## src/rtl/stopwatch_ctrl.sv

```systemverilog
`default_nettype none
// ============================================================================
// Module      : stopwatch_ctrl
// Description : Stopwatch sequencing controller. Holds the MM:SS BCD
//               counters and the PAUSED/RUN/ADJUST state machine, and scans
//               the four digits onto a shared active-low anode/segment bus,
//               blanking the selected field in adjust mode on the blink phase.
// Ports       : clk        - master clock, posedge
//               rst        - asynchronous active-high reset
//               tick_1hz   - 1 Hz count enable (1 clk wide)
//               tick_2hz   - 2 Hz adjust-increment / blink enable
//               tick_scan  - ~500 Hz digit-advance enable
//               pause_btn  - debounced single-cycle run/pause pulse
//               adj        - level, adjust mode request
//               sel        - level, adjust field (0 = minutes, 1 = seconds)
//               an         - active-low anode select, registered
//               seg        - active-low segments {g,f,e,d,c,b,a}, registered
//               running    - high while in RUN
// Revision    : 1.0 - initial release
// ============================================================================
module stopwatch_ctrl #(
  parameter int SCAN_DIGITS = 4
) (
  input  logic                   clk,
  input  logic                   rst,
  input  logic                   tick_1hz,
  input  logic                   tick_2hz,
  input  logic                   tick_scan,
  input  logic                   pause_btn,
  input  logic                   adj,
  input  logic                   sel,
  output logic [SCAN_DIGITS-1:0] an,
  output logic [6:0]             seg,
  output logic                   running
);

  localparam logic [1:0] c_PAUSED = 2'd0;
  localparam logic [1:0] c_RUN    = 2'd1;
  localparam logic [1:0] c_ADJUST = 2'd2;

  // Two-digit BCD increment; wraps to 00 after {tens_max, 9}.
  function automatic logic [7:0] bcd_inc(input logic [3:0] tens,
                                         input logic [3:0] ones,
                                         input logic [3:0] tens_max);
    logic [7:0] res;
    if (ones == 4'd9) begin
      if (tens == tens_max) res = 8'h00;
      else                  res = {tens + 4'd1, 4'd0};
    end else begin
      res = {tens, ones + 4'd1};
    end
    return res;
  endfunction

  logic [1:0] r_state;
  logic [3:0] r_sec_ones;
  logic [3:0] r_sec_tens;
  logic [3:0] r_min_ones;
  logic [3:0] r_min_tens;
  logic [1:0] r_dig;
  logic       r_blink_ph;
  logic [SCAN_DIGITS-1:0] r_an;
  logic [6:0] r_seg;
  logic       r_running;

  logic [1:0] w_state_nxt;
  logic [7:0] w_sec_nxt;
  logic [7:0] w_min_nxt;
  logic [7:0] w_sec_inc;
  logic [7:0] w_min_inc;
  logic [3:0] w_digit;
  logic [6:0] w_seg_enc;
  logic [SCAN_DIGITS-1:0] w_an_dig;
  logic       w_blank;

  // --------------------------------------------------------------------------
  // State machine: adj overrides everything; pause_btn is only honoured
  // outside ADJUST.
  // --------------------------------------------------------------------------
  always_comb begin
    w_state_nxt = r_state;
    if (adj) begin
      w_state_nxt = c_ADJUST;
    end else begin
      case (r_state)
        c_PAUSED: if (pause_btn) w_state_nxt = c_RUN;
        c_RUN:    if (pause_btn) w_state_nxt = c_PAUSED;
        default:  w_state_nxt = c_PAUSED;
      endcase
    end
  end

  // --------------------------------------------------------------------------
  // Counter update, decided by the current (pre-transition) state so that a
  // tick coinciding with a state change is still taken.
  // --------------------------------------------------------------------------
  assign w_sec_inc = bcd_inc(r_sec_tens, r_sec_ones, 4'd5);
  assign w_min_inc = bcd_inc(r_min_tens, r_min_ones, 4'd9);

  always_comb begin
    w_sec_nxt = {r_sec_tens, r_sec_ones};
    w_min_nxt = {r_min_tens, r_min_ones};
    if (r_state == c_RUN && tick_1hz) begin
      w_sec_nxt = w_sec_inc;
      // Carry into minutes only when seconds roll over from 59.
      if (r_sec_tens == 4'd5 && r_sec_ones == 4'd9) w_min_nxt = w_min_inc;
    end else if (r_state == c_ADJUST && tick_2hz) begin
      if (sel) w_sec_nxt = w_sec_inc;
      else     w_min_nxt = w_min_inc;
    end
  end

  // --------------------------------------------------------------------------
  // Display path
  // --------------------------------------------------------------------------
  always_comb begin
    w_digit  = r_sec_ones;
    w_an_dig = 4'b1110;
    case (r_dig)
      2'd0: begin w_digit = r_sec_ones; w_an_dig = 4'b1110; end
      2'd1: begin w_digit = r_sec_tens; w_an_dig = 4'b1101; end
      2'd2: begin w_digit = r_min_ones; w_an_dig = 4'b1011; end
      default: begin w_digit = r_min_tens; w_an_dig = 4'b0111; end
    endcase
  end

  always_comb begin
    w_seg_enc = 7'b1111111;
    case (w_digit)
      4'd0: w_seg_enc = 7'b1000000;
      4'd1: w_seg_enc = 7'b1111001;
      4'd2: w_seg_enc = 7'b0100100;
      4'd3: w_seg_enc = 7'b0110000;
      4'd4: w_seg_enc = 7'b0011001;
      4'd5: w_seg_enc = 7'b0010010;
      4'd6: w_seg_enc = 7'b0000010;
      4'd7: w_seg_enc = 7'b1111000;
      4'd8: w_seg_enc = 7'b0000000;
      4'd9: w_seg_enc = 7'b0010000;
      default: w_seg_enc = 7'b1111111;
    endcase
  end

  // Digits 0/1 are the seconds field, 2/3 the minutes field; r_dig[1]
  // distinguishes them, so the selected field is blanked when r_dig[1]
  // differs from sel.
  assign w_blank = (r_state == c_ADJUST) && r_blink_ph && (r_dig[1] != sel);

  // --------------------------------------------------------------------------
  // Registers
  // --------------------------------------------------------------------------
  always_ff @(posedge clk or posedge rst) begin
    if (rst) begin
      r_state    <= c_PAUSED;
      r_sec_ones <= 4'd0;
      r_sec_tens <= 4'd0;
      r_min_ones <= 4'd0;
      r_min_tens <= 4'd0;
      r_dig      <= 2'd0;
      r_blink_ph <= 1'b0;
      r_an       <= '1;
      r_seg      <= 7'b1111111;
      r_running  <= 1'b0;
    end else begin
      r_state    <= w_state_nxt;
      r_running  <= (w_state_nxt == c_RUN);
      r_sec_tens <= w_sec_nxt[7:4];
      r_sec_ones <= w_sec_nxt[3:0];
      r_min_tens <= w_min_nxt[7:4];
      r_min_ones <= w_min_nxt[3:0];
      if (tick_scan) r_dig      <= r_dig + 2'd1;
      if (tick_2hz)  r_blink_ph <= ~r_blink_ph;
      r_an       <= w_blank ? '1 : w_an_dig;
      r_seg      <= w_seg_enc;
    end
  end

  assign an      = r_an;
  assign seg     = r_seg;
  assign running = r_running;

endmodule
`default_nettype wire

```

## config.mk

```make
export PLATFORM = sky130hd
export DESIGN_NAME = stopwatch_ctrl
export DESIGN_NICKNAME = d
export VERILOG_FILES = /design/src/rtl/stopwatch_ctrl.sv
export SDC_FILE = /design/constraint.sdc
export NUM_CORES = 1
export LEC_CHECK = 0
export CAP_MARGIN = 10
export CORE_MARGIN = 4
export CORE_UTILIZATION = 62
export CTS_BUF_LIST = sky130_fd_sc_hd__clkbuf_8
export DETAILED_ROUTE_END_ITERATION = 6
export PLACE_DENSITY = 0.89
export SLEW_MARGIN = 20
export SYNTH_ARGS = -nofsm -noshare
export SYNTH_HDL_FRONTEND = slang
export SYNTH_SLANG_ARGS = --single-unit
```

## constraint.sdc

```tcl
create_clock -name clk -period 4.3 [get_ports clk]
set_input_delay 1.29 -clock clk [delete_from_list [all_inputs] [get_ports clk]]
set_output_delay 1.29 -clock clk [all_outputs]
set_load 0.02 [all_outputs]
```

==> out/results.tsv <==
stage	metric	value	unit
layout	layout.nets	196	
timing	final_hold_viol_count	0	
synthesis	synth_seq_cells	33	
setup_path	r2r-end	seg[2]	
min_path	hold_class	flip-flop to flip-flop	
setup_path	critical-path-top-delay-family	simple AND/OR/NAND/NOR gates	
power	power	1.63	mW
setup_path	cp_num_cells	5	
floorplanning	core_area	2540	µm²
synthesis	synthDominantAreaCellType	dfrtp_1	
global_route	grt_remaining_overflow	0	
timing	period_needed	2.82	ns
power	power_dens_cells	811	nW/µm²
power	p_sw	684	µW
timing	timing.slew.headroom	56.6	%
layout	ff_latch_area	840	µm²
floorplanning	starting_density	66.7	%
setup_path	arrival	2.99	ns
timing	setup_tns	0	ns
clock_network	clock_latency	0.29	ns
synthesis	synth.yosys.warnings	0	
global_route	gr-usage-all-layers	23.4	%
setup_path	crit_required	4.48	ns
synthesis	syn_area_per_cell	10.9	µm²
setup_path	cp-startpoint	tick_1hz	
detailed_routing	routed-via-count	1277	
placement	place.gp.congestion	0.772	
global_route	grt_pass1_wl	6200	µm
synthesis	synth.top_cells.by_count	dfrtp_1 (22), inv_1 (14), nand2_1 (12), dfstp_2 (11)	
setup_path	timing.critical_path.slowest_stage_cell	nor4_4	
clock_network	postCtsHoldBufs	0	
detailed_routing	routedWlPerCell	16.7	µm
detailed_routing	post_drt_via_cell_ratio	6.02	
clock_network	cts.sinks	33	
synthesis	mappedNetlistArea	1700	µm²
status	result_of_the_run	completed	
floorplanning	dieWidth	60.3	µm
setup_path	critPathKind	input pin to flip-flop	
clock_network	clk_pin_slew	0.07	ns
power	seqPwrFrac	37.7	%
synthesis	synthCells	156	
layout	diodes	0	
setup_path	cp_slowest_stage_delay	0.58	ns
floorplanning	dieHeight	60.3	µm
power	clock_network_power_share	13.6	%
synthesis	synth-edff-count	0	
layout	multi_input_comb_area	793	µm²
setup_path	setup.worst_path.start_class	input pin	
placement	dp_hpwl	2620	µm
timing	fin_skew	0.00695	ns
synthesis	synth_flop_cell	dfrtp_1	
floorplanning	pin_count	20	
detailed_routing	total_routed_length	3540	µm
setup_path	crit_path_end	r_min_tens[3]	
setup_path	worstPathCellList	clkdlybuf4s50_1 > nand3b_1 > nor4_4 > o211ai_2 > a211o_1	
clock_network	postCtsSetupRepairBufs	0	
layout	share_of_layout_cells_above_drive_strength_1	18.1	%
setup_path	timing.critical_path.buf_inv	1	
detailed_routing	initialDrtViolationCount	74	
clock_network	cts_tree	built	
run	maxCapViolCount	0	
synthesis	yosysUniqueCellTypes	42	
timing	final-max-slew-violation-count	0	
synthesis	seq_area_frac_synth	49.4	%
global_route	initial_antenna_violation_count	0	
detailed_routing	tritonroute_pass_1_iters	4	
timing	setup_violations	0	
synthesis	post-synth-top-count-cell	dfrtp_1	
timing	post-route-period-util	65.5	%
timing	fmaxAchievable	0.355	GHz
floorplanning	die-area	3640	µm²
power	internal_power	944	µW
clock_network	max-clock-path-buffers	2	
global_route	number_of_global_route_vias_before_repair	1395	
detailed_routing	route.antenna.remaining_nets	0	
clock_network	post_cts_resized	0	
setup_path	crit_path_end_kind	flip-flop	
placement	io_buffer_count	19	
floorplanning	std_cell_rows	18	
setup_path	r2r.worst_path.cells	8	
detailed_routing	drcViolationCount	0	
power	p_sw_share	42.0	%
setup_path	largest_fanout_of_any_net_on_the_critical_path	8	
synthesis	syn_nets	171	
global_route	grt_max_degree	34	
layout	fill_cells	156	
synthesis	netlist.area_leader.share	32.4	%
timing	fin_hold_ws	0.467	ns
setup_path	regToRegStartpoint	r_dig[0]	
timing	setup_repair_after_global_routing_missed_its_margin	no	
synthesis	async_reset_ff_share	100	%
clock_network	htree_num_levels	2	
power	power.ir.vdd_worst	0.681	mV
timing	max_slew.worst_pin.slew	0.645	ns
setup_path	setup.reg_to_reg.worst_slack	2.18	ns
synthesis	area_contributors_post_synth	dfrtp_1 (32%), dfstp_2 (17%), ha_1 (5.2%), xnor2_1 (3.6%), mux2i_1 (3.5%)	
power	power.leakage	0.911	nW
clock_network	tritoncts.num_buffers	5	
power	comb_power_share	48.7	%
layout	syn_to_final_growth	18.2	%
clock_network	cts_root_buf	clkbuf_8	
==> power groups by stage <==
stage | clock network [mW] | logic, mW | registers, mW
2_1_floorplan | 0 | 0.502 | 0.652
3_3_place_gp | 0 | 0.737 | 0.602
3_5_place_dp | 0 | 0.790 | 0.616
4_1_cts | 0.225 | 0.797 | 0.613
5_1_grt | 0.241 | 0.885 | 0.634
6_report | 0.221 | 0.793 | 0.614
==> layout make-up <==
cell class                 instances  share of cell area (%)
clock inverter                     3                   0.686
clock buffer                       5                    3.43
inverter                          15                    2.81
sequential                        33                    41.8
multi-input combinational        106                    39.5
timing repair buffer              20                    9.85
tap                               30                    1.87
==> how the worst min path moves through the flow <==
stage | end | slack, ns | cells after the start | start
after floorplan | r_blink_ph | 0.44 | 1 | r_blink_ph
after global placement | r_blink_ph | 0.46 | 1 | r_blink_ph
after detailed placement | r_blink_ph | 0.46 | 1 | r_blink_ph
after CTS | r_blink_ph | 0.47 | 1 | r_blink_ph
after global routing | r_blink_ph | 0.50 | 1 | r_blink_ph
final | r_blink_ph | 0.47 | 1 | r_blink_ph
==> cell families (layout without fill, tap and decap cells) <==
logic type                 Yosys count  count (layout)  share of synthesized area, %
and+or+nand+nor                     45              45                          15.3
AOI/OAI and AO/OA                   32              32                          13.9
buffers and inverters               17              43                          3.83
DFF                                 33              33                          49.4
xor gates and xnor gates            12              12                          6.19
adders and majority gates            7               7                          5.16
muxes                               10              10                          6.19
==> sequential cells by signal, summed over array words and instances (netlist names) <==
register / cells
an: 4
r_blink_ph: 1
r_dig: 2
r_min_ones: 4
r_min_tens: 4
r_sec_ones: 4
r_sec_tens: 4
r_state: 2
running: 1
seg: 7
==> routing by layer <==
metal / global-route usage, % / vias up / part of all wire [%]
li1: - / 608 / -
met1: 26.2 / 626 / 40
met4: 13.6 / 0 / 2.6
met3: 5.11 / 10 / 4.3
met5: 0 / - / 0
met2: 40.7 / 33 / 54
==> layout by cell type (no fill, tap or decap), types with 4 or more instances in the layout <==
cell / instances
a21oi_1: 7
a222oi_1: 4
clkbuf_8: 5
clkdlybuf4s50_1: 19
dfrtp_1: 22
dfstp_2: 11
ha_1: 7
inv_1: 15
mux2_2: 4
mux2i_1: 6
nand2_1: 12
nand3_1: 7
nor2_1: 7
nor3_1: 5
o21ai_0: 7
xnor2_1: 7
xor2_1: 5
==> through the flow <==
stage          util (%)  cells  setup WS, ns  instance area [µm²]
2_1_floorplan         -    156          1.89                 1700
3_3_place_gp       75.6    204          1.32                 1920
3_5_place_dp       75.6    204          1.18                 1920
4_1_cts            78.9    212          1.48                 2010
5_1_grt            78.9    212          1.41                 2010
6_report           78.9    212          1.48                 2010
Note: power is estimated with default switching activity, not from simulation.
